===== src/rtl/nrzi_encoder_pkg.sv =====
// Shared USB definitions: transmit FSM states, line-state encodings and the NRZI step.
// The receive path reuses the same line encodings.
package nrzi_encoder_pkg;

  // Line levels are packed as {dp, dm}.
  typedef enum logic [1:0] {
    LineSe0 = 2'b00,
    LineK   = 2'b01,
    LineJ   = 2'b10
  } line_e;

  typedef enum logic [1:0] {
    StIdle   = 2'b00,
    StData   = 2'b01,
    StEopSe0 = 2'b10,
    StEopJ   = 2'b11
  } tx_state_e;

  localparam logic [2:0] OnesMax = 3'd7;
  localparam logic [2:0] OnesLimit = 3'd6;

  // A 0 bit toggles between J and K; a 1 bit holds the current level.
  function automatic line_e nrzi_next(line_e level, logic bit_val);
    if (bit_val) begin
      return level;
    end
    return (level == LineJ) ? LineK : LineJ;
  endfunction

endpackage


===== src/rtl/nrzi_encoder.sv =====
// USB NRZI line encoder with end-of-packet generation (SE0 phase, then J, then idle)
// and a sticky flag for runs of seven or more consecutive 1 bits.
module nrzi_encoder
  import nrzi_encoder_pkg::*;
#(
  parameter int unsigned EOP_SE0_BITS = 2
) (
  input  logic clk,
  input  logic RST,
  input  logic en,
  input  logic in_bit,
  input  logic in_valid,
  input  logic eop_req,
  output logic dp,
  output logic dm,
  output logic oe,
  output logic busy,
  output logic eop_done,
  output logic stuff_err
);

  localparam int unsigned CntW = (EOP_SE0_BITS > 1) ? $clog2(EOP_SE0_BITS) : 1;
  localparam logic [CntW-1:0] Se0Last = CntW'(EOP_SE0_BITS - 1);

  tx_state_e       state_q, state_d;
  line_e           level_q, level_d;
  logic [2:0]      ones_q, ones_d;
  logic [CntW-1:0] se0_cnt_q, se0_cnt_d;
  logic            eop_pending_q, eop_pending_d;
  logic            stuff_err_q, stuff_err_d;
  logic            eop_done_q, eop_done_d;
  logic            encode;
  line_e           line;

  always_comb begin
    state_d       = state_q;
    level_d       = level_q;
    ones_d        = ones_q;
    se0_cnt_d     = se0_cnt_q;
    stuff_err_d   = stuff_err_q;
    eop_done_d    = 1'b0;
    eop_pending_d = eop_pending_q | (eop_req && (state_q != StIdle));
    encode        = 1'b0;

    unique case (state_q)
      StIdle: begin
        if (en && in_valid) begin
          state_d     = StData;
          stuff_err_d = 1'b0;
          encode      = 1'b1;
        end
      end
      StData: begin
        if (en) begin
          // A pending EOP waits for a strobe without a data bit so the last bit gets its slot.
          if (eop_pending_q && !in_valid) begin
            state_d   = StEopSe0;
            se0_cnt_d = '0;
          end else begin
            encode = in_valid;
          end
        end
      end
      StEopSe0: begin
        if (en) begin
          if (se0_cnt_q == Se0Last) begin
            state_d = StEopJ;
          end else begin
            se0_cnt_d = se0_cnt_q + 1'b1;
          end
        end
      end
      StEopJ: begin
        if (en) begin
          state_d       = StIdle;
          level_d       = LineJ;
          ones_d        = '0;
          se0_cnt_d     = '0;
          eop_pending_d = 1'b0;
          eop_done_d    = 1'b1;
        end
      end
      default: state_d = StIdle;
    endcase

    if (encode) begin
      level_d = nrzi_next(level_q, in_bit);
      if (in_bit) begin
        if (ones_q >= OnesLimit) begin
          stuff_err_d = 1'b1;
        end
        ones_d = (ones_q == OnesMax) ? OnesMax : ones_q + 3'd1;
      end else begin
        ones_d = '0;
      end
    end
  end

  always_ff @(posedge clk or posedge RST) begin
    if (RST) begin
      state_q       <= StIdle;
      level_q       <= LineJ;
      ones_q        <= '0;
      se0_cnt_q     <= '0;
      eop_pending_q <= 1'b0;
      stuff_err_q   <= 1'b0;
      eop_done_q    <= 1'b0;
    end else begin
      state_q       <= state_d;
      level_q       <= level_d;
      ones_q        <= ones_d;
      se0_cnt_q     <= se0_cnt_d;
      eop_pending_q <= eop_pending_d;
      stuff_err_q   <= stuff_err_d;
      eop_done_q    <= eop_done_d;
    end
  end

  always_comb begin
    line = LineJ;
    unique case (state_q)
      StData:   line = level_q;
      StEopSe0: line = LineSe0;
      default:  line = LineJ;
    endcase
  end

  assign {dp, dm}  = line;
  assign oe        = (state_q != StIdle);
  assign busy      = (state_q != StIdle);
  assign eop_done  = eop_done_q;
  assign stuff_err = stuff_err_q;

endmodule


===== config.mk =====
export PLATFORM = sky130hd
export DESIGN_NAME = nrzi_encoder
export DESIGN_NICKNAME = d
export VERILOG_FILES = /design/src/rtl/nrzi_encoder_pkg.sv /design/src/rtl/nrzi_encoder.sv
export SDC_FILE = /design/constraint.sdc
export NUM_CORES = 1
export LEC_CHECK = 0
export BUFFER_PORTS_ARGS = -buffer_cell sky130_fd_sc_hd__buf_2
export CORE_MARGIN = 1.5
export CORE_UTILIZATION = 52
export CTS_CLUSTER_DIAMETER = 30
export CTS_CLUSTER_SIZE = 30
export DETAILED_ROUTE_END_ITERATION = 16
export PLACE_DENSITY = 0.75
export SYNTH_ARGS = -nofsm -noshare
export SYNTH_HDL_FRONTEND = slang
export SYNTH_SLANG_ARGS = --single-unit

===== constraint.sdc =====
create_clock -name clk -period 2.12 [get_ports clk]
set_input_delay 0.212 -clock clk [delete_from_list [all_inputs] [get_ports clk]]
set_output_delay 0.212 -clock clk [all_outputs]
set_load 0.01 [all_outputs]

---- Word-level counts from Yosys, hierarchy flattened ----
Index checks and enable logic that the tools add are counted.
word-level totals
  register bits after elaboration ......... 11
  input port bits ......................... 6
  output and inout bits ................... 6
  word-level logic and storage cells ...... 75
operators by class
  add/sub/neg operators ................... 2
  multiplexer cells ....................... 39
  bitwise gates (word level) .............. 1
  reductions and logical operators ........ 13
  equality and inequality tests ........... 12
  $lt $le $gt $ge ......................... 1
operators by type and width
  operator               number
  $mux W2                11
  $mux W1                19
  $mux W3                5
  $ne A2 B2 Y1 const B   6
  $pmux W2 S4            1
  $eq A2 B2 Y1 const B   3
  $reduce_and A6 Y1      1
  $reduce_bool A2 Y1     3
  $reduce_and A5 Y1      1
  $pmux W2 S2            1
  $add A3 B1 Y3 const B  1
  $eq A3 B3 Y1 const B   1
  $ge A3 B3 Y1 const B   1
  $logic_and A1 B1 Y1    3
  $ne A3 B3 Y1 const B   1
  $pmux W1 S3            1
  $reduce_and A3 Y1      1
  $reduce_bool A3 Y1     1
  $eq A2 B1 Y1 const B   1
  $logic_not A2 Y1       1
  $pmux W1 S2            1
  $reduce_and A2 Y1      1
  $add A1 B1 Y1 const B  1
  $logic_not A1 Y1       1
  $or A1 B1 Y1           1

---- Depth between registers and ports, before layout ----
  depth after elaboration ................. 8
  gate-level depth with buffers ........... 7
  mapped depth without buffers ............ 6

---- Worst setup path before layout ----
Ideal clock, no wire load.
  path kind ............................... reg-to-reg
  start ................................... register state_q[1]
  end ..................................... register state_q[1]
  required time ........................... 1.995 ns
  cell stages (with the launch flop) ...... 7
  setup time .............................. 0.125 ns
  buffers on the path ..................... 1
  clock period less this slack ............ 1.570 ns
  arrival ................................. 1.445 ns
  path slack .............................. 0.550 ns
  cell sequence ........................... dfrtp_1 inv_1 ha_1 buf_6 nor3_1 o22ai_2 mux2_4
on the way
  cells in the longest elaborated chain, start to end .. 3
  elaborated cells on any way between the ends .. 12
  those cells by class .................... eq/ne: 9; mux: 1; reduce/logical: 2
ends and longest elaborated chain
  element                                     line                 RTL
  start, declared                             nrzi_encoder.sv:25   tx_state_e state_q, state_d;
  start signal, assigned                      nrzi_encoder.sv:101  state_q <= StIdle;
  start signal, assigned                      nrzi_encoder.sv:109  state_q <= state_d;
  $eq A2 B1 Y1, or another cell as far along  nrzi_encoder.sv:45   unique case (state_q)
  $ne A2 B2 Y1 (no line)                      n/a
  $reduce_and A6 Y1 (no line)                 n/a
Several ways; a longest one is shown, not always the timed one.
A chain may end at the register's enable or synchronous reset.

---- Worst setup path after layout ----
  start ................................... register state_q[1]
  end ..................................... output dp
on the way
  cells in the longest elaborated chain, start to end .. 2
  elaborated cells on any way between the ends .. 3
  those cells by class .................... eq/ne: 2; mux: 1
ends and longest elaborated chain
  element                                       line                 RTL
  $eq A2 B2 Y1 or $eq A2 B1 Y1 (tied branches)  nrzi_encoder.sv:121  unique case (state_q)
  $pmux W2 S2 (*)                               nrzi_encoder.sv:121
  end, declared                                 nrzi_encoder.sv:14   output logic dp,
Every way passes the cells marked *; elsewhere a longest branch is shown, timed or not.

==> impl_table.tex <==
\begin{tabular}{lr}
\hline
Metric & Value \\
\hline
\multicolumn{2}{l}{\textbf{Cells and area}} \\
\quad Final design utilization & 66.2\% \\
\quad Area growth, synth to finish & 11.9\% \\
\quad Number of fill cells in the layout & 93 \\
\quad Area taken by flip-flops and latches & 277 um\^{}2 \\
\quad Number of non-filler instances in the completed layout & 98 \\
\quad Layout Nets & 98 \\
\quad Leading cell type in the layout, fill and taps excluded & sky130\_fd\_sc\_hd\_\_buf\_2 \\
\quad Proportion of layout cells with a drive suffix above 1 & 27.4\% \\
\quad Area used by multi-input combinational logic & 357 um\^{}2 \\
\quad Highest-count cells in the layout ignoring fill and taps & sky130\_fd\_sc\_hd\_\_buf\_2, sky130\_fd\_sc\_hd\_\_dfrtp\_1, sky130\_fd\_sc\_hd\_\_inv\_1 \\
\quad Number of antenna cells inserted & 0 \\
\multicolumn{2}{l}{\textbf{Synthesis}} \\
\quad Most area-hungry cell type in the Yosys netlist & sky130\_fd\_sc\_hd\_\_dfrtp\_1 \\
\quad Fraction of the mapped netlist area in adder cells & 12.6\% \\
\quad Portion of the post-synthesis area used by sequential elements & 39.9\% \\
\quad Fraction of the mapped netlist area in compound gates & 19.1\% \\
\quad Nets in the synthesized netlist & 84 \\
\quad Fraction of the mapped netlist area in simple logic gates & 9.93\% \\
\quad Cell area after synthesis & 693 um\^{}2 \\
\quad Proportion of netlist area held by the largest area contributor & 36.1\% \\
\quad Warnings from Yosys & 0 \\
\quad Area share of xor/xnor cells in the synthesized design & 0\% \\
\quad Register bit count reported by yosys & 11 \\
\quad Cell count after synthesis & 71 \\
\quad Largest family of logic cells by synthesized area & compound AO/OA/AOI/OAI gates \\
\quad Synth area leaders & sky130\_fd\_sc\_hd\_\_dfrtp\_1, sky130\_fd\_sc\_hd\_\_ha\_1, sky130\_fd\_sc\_hd\_\_inv\_1, sky130\_fd\_sc\_hd\_\_mux2i\_1, sky130\_fd\_sc\_hd\_\_dfstp\_2 \\
\quad Portion of netlist area occupied by mux cells & 9.75\% \\
\quad Distinct cell type count of the synthesized netlist & 27 \\
\quad Mean instance size in the synthesized netlist & 9.76 um\^{}2 \\
\multicolumn{2}{l}{\textbf{Outcome}} \\
\quad Status & finished, final reports clean \\
\multicolumn{2}{l}{\textbf{STA}} \\
\quad Total Neg Setup Slack & 0 ns \\
\quad Number of setup violations in the final report & 0 \\
\quad Pins over their slew limit & 0 \\
\quad Headroom to the max-slew limit & 72.2\% \\
\quad Setup repair after global routing missed its margin & no \\
\quad Final period util & 83.3\% \\
\quad Period minus WS final & 1.77 ns \\
\quad Top achievable clock speed & 567 MHz \\
\quad Transition time at the pin with the least slew margin & 0.417 ns \\
\quad Worst-case clock skew & 0.000698 ns \\
\quad Final hold vios & 0 \\
\multicolumn{2}{l}{\textbf{Setup path}} \\
\quad Nature of the critical path endpoint & output pin \\
\quad Critical path data required time & 1.91 ns \\
\quad Path type of the worst setup path & reg2out \\
\quad Peak fanout along the critical path & 9 \\
\quad Cell depth of the worst flop-to-flop path & 6 \\
\quad Arr. time, crit path & 1.55 ns \\
\quad Startpoint class of the critical path & flop \\
\multicolumn{2}{l}{\textbf{Detailed routing}} \\
\quad Drt pass-1 iters & 4 \\
\quad Number of remaining DRC errors & 0 \\
\quad Average wire per standard cell & 12.4 um \\
\quad Total via count after detailed routing & 503 \\
\quad Initial drt markers & 15 \\
\quad Vias/cell & 5.13 \\
\quad Post-detailed-route count of antenna-violating nets & 0 \\
\quad Final routed wirelength across all metal layers & 1210 um \\
\multicolumn{2}{l}{\textbf{Power and ir drop}} \\
\quad Overall power consumption & 0.00101 W \\
\quad Power per Cell Area & 1300 nW/um\^{}2 \\
\quad Leak Pwr & 0.410 nW \\
\quad Maximum ir drop on the vdd rail & 0.000711 V \\
\multicolumn{2}{l}{\textbf{Clock network}} \\
\quad Maximum number of buffers from clock root to sink & 2 \\
\quad H-tree Lvls & 1 \\
\quad Sink count of the clock tree & 11 \\
\quad TritonCTS clock tree & done \\
\quad Worst-Skew Late Latency & 0.26 ns \\
\quad Number of buffers inserted during clock tree synthesis & 3 \\
\quad Cell at the root of the clock tree & sky130\_fd\_sc\_hd\_\_clkbuf\_4 \\
\quad Clock-pin slew reported for the worst setup and hold paths after clock tree synthesis & 0.07 ns \\
\quad Count of instances resized after the clock tree is built & 0 \\
\multicolumn{2}{l}{\textbf{Floorplanning}} \\
\quad Die Width & 39.5 um \\
\quad Chip height & 39.5 um \\
\quad Placeable Area & 1170 um\^{}2 \\
\quad Initial Utilization & 59.2\% \\
\quad Die Area & 1560 um\^{}2 \\
\quad Row Count & 12 \\
\quad Number of placed I/O pins & 12 \\
\multicolumn{2}{l}{\textbf{GRT}} \\
\quad First-pass GRT wire length & 1950 um \\
\quad GRT Overall Usage & 19.4\% \\
\quad Vias in the first global route & 465 \\
\quad Final global-route overflow total & 0 \\
\quad Pin count of the biggest net entering global routing & 12 \\
\quad Antenna violations before repair & 0 \\
\multicolumn{2}{l}{\textbf{Placed design}} \\
\quad Post-placement cell count & 93 \\
\quad Half-perimeter wire length after placement & 963 um \\
\quad Final RePlAce weighted congestion & 0.760 \\
\quad Port Buffers & 11 \\
\multicolumn{2}{l}{\textbf{Hold path}} \\
\quad Cells on Worst Hold Path & 3 \\
\quad Worst hold path class & in2reg \\
\multicolumn{2}{l}{\textbf{Job}} \\
\quad Max-cap check violation count & 0 \\
\hline
\end{tabular}
[per-layer routing]
layer | global-route usage, % | vias to the layer above | routed length [um]
met4 | 7.76 | 0 | 17
met2 | 30.7 | 20 | 541
met5 | 0 | - | 0
li1 | - | 261 | -
met3 | 5.11 | 3 | 68
met1 | 24.8 | 219 | 585
[registers in the layout (all words and copies together), names as in the netlist]
| name | cells |
|---|---|
| eop_done | 1 |
| state_q | 2 |
| stuff_err | 1 |
| eop_pending_q | 1 |
| ones_q | 3 |
| level_q | 2 |
| se0_cnt_q | 1 |
[logic make-up (layout without fill, tap and decap cells)]
logic type	count (synthesis)	in the layout
simple gates	15	15
buf+inv	12	25
flops	11	11
fa+ha+maj	7	7
compound gates	20	20
mux	6	6
[what timing repair did]
item | CTS | global route
endpoints found under the hold margin | 10 | 0
setup buffers | 0 | 0
hold buffers | 1 | 0
[critical path, cell delays in order (launching register included)]
cell and delay [ns]:
sky130_fd_sc_hd__dfrtp_1 0.45, sky130_fd_sc_hd__inv_1 0.13, sky130_fd_sc_hd__ha_1 0.35, sky130_fd_sc_hd__mux2i_1 0.22, sky130_fd_sc_hd__buf_2 0.14
[cell usage after synthesis]
master / count
sky130_fd_sc_hd__dfrtp_1: 10
sky130_fd_sc_hd__inv_1: 9
sky130_fd_sc_hd__ha_1: 7
sky130_fd_sc_hd__a21oi_1: 5
sky130_fd_sc_hd__nor2_1: 5
sky130_fd_sc_hd__nand2_1: 4
sky130_fd_sc_hd__o21ai_0: 4
sky130_fd_sc_hd__mux2i_1: 3
sky130_fd_sc_hd__a21boi_0: 2
sky130_fd_sc_hd__a31oi_1: 2
sky130_fd_sc_hd__buf_4: 2
sky130_fd_sc_hd__mux2_2: 2
sky130_fd_sc_hd__nand2_2: 2
sky130_fd_sc_hd__a21oi_2: 1
sky130_fd_sc_hd__and2_1: 1
sky130_fd_sc_hd__buf_6: 1
sky130_fd_sc_hd__dfstp_2: 1
sky130_fd_sc_hd__mux2_4: 1
sky130_fd_sc_hd__nand2b_1: 1
sky130_fd_sc_hd__nand3_1: 1
sky130_fd_sc_hd__nor3_1: 1
sky130_fd_sc_hd__o211a_1: 1
sky130_fd_sc_hd__o21a_1: 1
sky130_fd_sc_hd__o21ai_1: 1
sky130_fd_sc_hd__o21ai_2: 1
sky130_fd_sc_hd__o21bai_1: 1
sky130_fd_sc_hd__o22ai_2: 1
[path summary, 6_finish.rpt]
check | to | startpoint | slack [ns]
min in group asynchronous | eop_done | RST | 0.47
setup / recovery | dp | state_q[1] | 0.35
setup reg to reg | ones_q[0] | state_q[1] | 0.40
hold reg to reg | eop_pending_q | eop_pending_q | 0.52
max in group asynchronous | level_q[1] | RST | 1.32
hold / removal | eop_pending_q | eop_req | 0.20
[per-stage QoR]
stage / worst slack (ns) / hold WS [ns] / instance area, um^2
after detailed placement: 0.417 / 0.224 / 739
final: 0.355 / 0.196 / 776
after global placement: 0.449 / 0.219 / 739
after CTS: 0.351 / 0.200 / 776
after floorplan: 0.550 / 0.0637 / 693
after global routing: 0.261 / 0.213 / 776
[where the power goes]
part / switching (W) / internal (W)
logic: 0.000286 / 0.000237
registers: 0.0000588 / 0.000285
clock network: 0.0000697 / 0.0000728
[layout make-up]
| class | instances | share of cell area, % |
|---|---|---|
| multi-input combinational | 48 | 46.0 |
| inverter | 9 | 4.35 |
| sequential | 11 | 35.6 |
| clock buffer | 4 | 3.39 |
| tap | 14 | 2.26 |
| timing repair buffer | 12 | 8.39 |
Power figures use the tool's default switching activity.
